`src/rtl/mem_drain.sv`:
```
`default_nettype none
// mem_drain: drains DEPTH samples from a synchronous-read memory into a stream
// through a 2-entry FIFO, summing the sign-extended samples it hands over.
module mem_drain #(
  parameter int DEPTH = 1024,
  parameter int AW    = 10,
  parameter int DW    = 8
) (
  input  logic              clk,
  input  logic              reset,
  input  logic              start,
  output logic [AW-1:0]     rd_addr,
  output logic              rd_en,
  input  logic [DW-1:0]     rd_data,
  output logic [DW-1:0]     out_data,
  output logic              out_valid,
  input  logic              out_ready,
  output logic              out_last,
  output logic [DW+AW-1:0]  checksum,
  output logic              busy,
  output logic              done
);

  localparam logic [1:0]    IDLE      = 2'd0;
  localparam logic [1:0]    RUN       = 2'd1;
  localparam logic [1:0]    FLUSH     = 2'd2;
  localparam logic [AW-1:0] LAST_ADDR = AW'(DEPTH - 1);

  logic [1:0]    state;
  logic          inflight;
  logic          inflight_last;
  logic [DW-1:0] fifo_data [2];
  logic [1:0]    fifo_last;
  logic          wr_ptr;
  logic          rd_ptr;
  logic [1:0]    count;
  logic          pop;
  logic          push;
  logic          issue;
  logic          start_ok;
  logic [1:0]    committed;

  assign pop       = out_valid & out_ready;
  assign push      = inflight;
  // Slots already spoken for once this cycle's pop is taken into account;
  // issuing only when at most one is taken keeps the 2-entry FIFO from overflowing.
  assign committed = count + {1'b0, inflight} - {1'b0, pop};
  assign issue     = (state == RUN) && (committed <= 2'd1);
  assign rd_en     = issue;

  assign out_valid = (count != 2'd0);
  assign out_data  = fifo_data[rd_ptr];
  assign out_last  = out_valid & fifo_last[rd_ptr];
  assign busy      = (state != IDLE);
  assign start_ok  = start & (state == IDLE);

  always_ff @(posedge clk or negedge reset) begin
    if (!reset) begin
      state   <= IDLE;
      rd_addr <= '0;
      done    <= 1'b0;
    end else begin
      done <= 1'b0;
      case (state)
        IDLE: begin
          if (start) begin
            state   <= RUN;
            rd_addr <= '0;
          end
        end
        RUN: begin
          if (issue) begin
            // The address parks on the last location so it never wraps.
            if (rd_addr == LAST_ADDR) begin
              state <= FLUSH;
            end else begin
              rd_addr <= rd_addr + AW'(1);
            end
          end
        end
        FLUSH: begin
          if (pop && out_last) begin
            state <= IDLE;
            done  <= 1'b1;
          end
        end
        default: state <= IDLE;
      endcase
    end
  end

  always_ff @(posedge clk or negedge reset) begin
    if (!reset) begin
      inflight      <= 1'b0;
      inflight_last <= 1'b0;
    end else begin
      inflight      <= issue;
      inflight_last <= issue && (rd_addr == LAST_ADDR);
    end
  end

  always_ff @(posedge clk or negedge reset) begin
    if (!reset) begin
      fifo_data[0] <= '0;
      fifo_data[1] <= '0;
      fifo_last    <= '0;
      wr_ptr       <= 1'b0;
      rd_ptr       <= 1'b0;
      count        <= 2'd0;
    end else begin
      if (push) begin
        fifo_data[wr_ptr] <= rd_data;
        fifo_last[wr_ptr] <= inflight_last;
        wr_ptr            <= ~wr_ptr;
      end
      if (pop) begin
        rd_ptr <= ~rd_ptr;
      end
      case ({push, pop})
        2'b10:   count <= count + 2'd1;
        2'b01:   count <= count - 2'd1;
        default: count <= count;
      endcase
    end
  end

  always_ff @(posedge clk or negedge reset) begin
    if (!reset) begin
      checksum <= '0;
    end else if (start_ok) begin
      checksum <= '0;
    end else if (pop) begin
      checksum <= checksum + {{AW{out_data[DW-1]}}, out_data};
    end
  end

endmodule
`default_nettype wire

```
`config.mk`:
```
export PLATFORM = sky130hd
export DESIGN_NAME = mem_drain
export DESIGN_NICKNAME = d
export VERILOG_FILES = /design/src/rtl/mem_drain.sv
export SDC_FILE = /design/constraint.sdc
export NUM_CORES = 1
export LEC_CHECK = 0
export ABC_AREA = 0
export BUFFER_PORTS_ARGS = -buffer_cell sky130_fd_sc_hd__buf_2
export CAP_MARGIN = 20
export CORE_UTILIZATION = 61
export DETAILED_ROUTE_END_ITERATION = 10
export PLACE_DENSITY = 0.95
export SLEW_MARGIN = 20
export SYNTH_ARGS = -nofsm -noshare
export SYNTH_HDL_FRONTEND = slang
export SYNTH_SLANG_ARGS = --single-unit
```
`constraint.sdc`:
```
create_clock -name clk -period 5.15 [get_ports clk]
set_clock_uncertainty 0.05 [all_clocks]
set_input_delay 0 -clock clk [delete_from_list [all_inputs] [get_ports clk]]
set_output_delay 0 -clock clk [all_outputs]
set_load 0.05 [all_outputs]
```
==> results.yml <==
outcome:
  status: "complete, no violations"
final_layout:
  fillCellCount: 361
  regArea_um2: 1380
  multi_input_area_um2: 1810
  layout-drive-gt1-share_pct: 24.4
  diodes: 0
  finalInstanceArea_um2: 3790
  area_growth_pct: 16.4
  num-nets-final: 417
  final_util_pct: 73.8
  final_common_cell: "dfrtp_1"
  mostFrequentLayoutCells: "55 x dfrtp_1, 52 x buf_2, 36 x nand2_1"
critical_path:
  crit_path_start_kind: "flip-flop"
  cp.arrival_ns: 3.66
  r2r_slack_ns: 1.61
  criticalPathCategory: "flip-flop to flip-flop"
  endpoint_kind: "flip-flop"
  required_ns: 5.27
  cp_max_fo: 22
clock_tree:
  clockBufferDepth: 2
  cts_inserted_buffers: 5
  clk_latency_ns: 0.31
  ctsResizeCount: 0
  cts_sinks: 55
  clk_pin_slew_ns: 0.10
  clock-root-buffer: "clkbuf_8"
  cts.htree.levels: 2
  cts_tree: "built"
timing:
  finalMaxSlewViolations: 0
  hold_violations: 0
  finalSetupTns_ns: 0
  rsz0062_at_grt: "no"
  fmax_ghz: 0.283
  finalWorstSetupSlack_ns: 1.61
  slew_headroom_pct: 45.4
  period_share_pct: 68.6
  setup_violations: 0
  tightest_slew_ns: 0.819
  min_period_ns: 3.54
floorplanning:
  die_area_um2: 5640
  dieHeight_um: 75.1
  start_util_pct: 63.4
  pin_count: 53
  chipWidth_um: 75.1
  core.rowCount: 26
  coreArea_um2: 5140
global_routing:
  gr-total-overflow: 0
  grt_first_pass_wirelength_um: 12700
  antenna_found_initial: 0
  grt_pass1_vias: 2700
  grt_max_degree: 56
  grtUsageTotal_pct: 30.4
logic_synthesis:
  async_reset_ff_share_pct: 100
  synth_edf_count: 0
  ys_seq_area_share_pct: 42.2
  synthCells: 323
  netlist_area_um2: 3260
  synth_nets: 356
  ys_ff_latch: 55
  synth.distinct_cells: 42
  ys.flop_type: "dfrtp_1"
  ys_warn_count: 0
  avgSynthCellArea_um2: 10.1
placed_design:
  place.gp.congestion: 0.932
  numPortBuffers: 52
  preCtsSetupSlack_ns: 1.71
  hpwl_um: 5320
  post_dp_cell_area_um2: 3570
flow_run:
  drv_cap: 0
detailed_routing:
  ant_nets: 0
  drt-pass1-iter-count: 4
  post-route-drc-count: 0
  routed_wl_um: 7690
  first_iter_violations: 197
  routed-via-count: 2726
  vias_per_cell: 5.99
  routedWlPerCell_um: 16.9
hold_path:
  hp-class: "input pin to async pin"
worst max-delay path, stage by stage (launching register included):
cell and delay [ns]:
dfrtp_1 0.44, nor2_1 0.17, inv_1 0.10, nand2_1 0.49
inv_1 0.52, ha_1 0.42, nor2b_1 0.15, xnor2_1 0.16
nand3_1 0.11, a21oi_2 0.38, nand4_1 0.17, xor2_1 0.18
nor2_1 0.05
flip-flops by register name (all words and copies together) (netlist names), 2 cells and up:
register   count
count          2
state          2
checksum      18
fifo_data     16
fifo_last      2
rd_addr       10
synth_stat cells, types with 2 or more instances:
| master | instances | area (µm²) |
|---|---|---|
| a211oi_1 | 2 | 15.0 |
| a21o_1 | 4 | 30.0 |
| a21oi_1 | 22 | 110 |
| a311oi_1 | 2 | 17.5 |
| a31oi_1 | 4 | 25.0 |
| a41oi_2 | 2 | 32.5 |
| and2_1 | 2 | 12.5 |
| and3_1 | 7 | 43.8 |
| and4_1 | 2 | 17.5 |
| buf_2 | 4 | 20.0 |
| clkbuf_1 | 6 | 22.5 |
| dfrtp_1 | 55 | 1380 |
| ha_1 | 20 | 250 |
| inv_1 | 9 | 33.8 |
| mux2_2 | 26 | 293 |
| mux2i_1 | 6 | 60.1 |
| nand2_1 | 36 | 135 |
| nand2b_1 | 7 | 43.8 |
| nand3_1 | 11 | 55.1 |
| nand4_1 | 3 | 18.8 |
| nor2_1 | 30 | 113 |
| nor2b_1 | 2 | 12.5 |
| nor3_1 | 2 | 10.0 |
| o2111ai_1 | 3 | 26.3 |
| o21a_1 | 3 | 22.5 |
| o21ai_0 | 11 | 55.1 |
| xnor2_1 | 14 | 123 |
| xor2_1 | 14 | 123 |
final cells by class:
| class | count | area share [%] |
|---|---|---|
| clock inverters | 2 | 1.02 |
| multi-input cells | 249 | 47.6 |
| well taps | 70 | 2.31 |
| flip-flops and latches | 55 | 36.3 |
| clock buffers | 6 | 1.91 |
| inverters | 9 | 0.890 |
| repair buffers | 64 | 9.96 |
stage by stage:
step | cells | hold WS, ns
final | 455 | 0.285
after global routing | 455 | 0.368
after CTS | 455 | 0.308
after detailed placement | 436 | 0.120
after global placement | 436 | 0.108
after floorplan | 323 | -0.346
layer usage:
metal / share of wire [%] / GRT usage, % / vias up
met5: 0 / 0 / -
met3: 5.9 / 5.22 / 20
met2: 51 / 53.1 / 108
met4: 2.6 / 12.6 / 0
met1: 40 / 37.4 / 1329
li1: - / - / 1269
cells by family (layout without fill, tap and decap cells):
family	Yosys count	count (layout)	synth area share (%)
compound gates	62	62	13.5
xor+xnor	28	28	7.52
fa+ha+maj	21	21	8.29
buf+inv	19	81	2.34
flops	55	55	42.2
mux	32	32	10.8
simple gates	106	106	15.3
timing repair:
item                                   CTS  global route
endpoints found under the hold margin   73             0
setup buffers                            0             0
hold buffers                            11             0
path summary, 6_finish.rpt:
path,startpoint,to,cells after the start
worst max-delay path,count[0],rd_addr[5],12
min in group clk,rd_data[4],fifo_data[12],3
max in group asynchronous,reset,checksum[8],3
worst min register to register,fifo_data[3],fifo_data[3],1
worst max register to register,count[0],rd_addr[5],12
worst min-delay path,reset,fifo_data[12],3
Power is not shown: default switching activity piles up to over one toggle a cycle in this logic, so the estimate is an artifact.
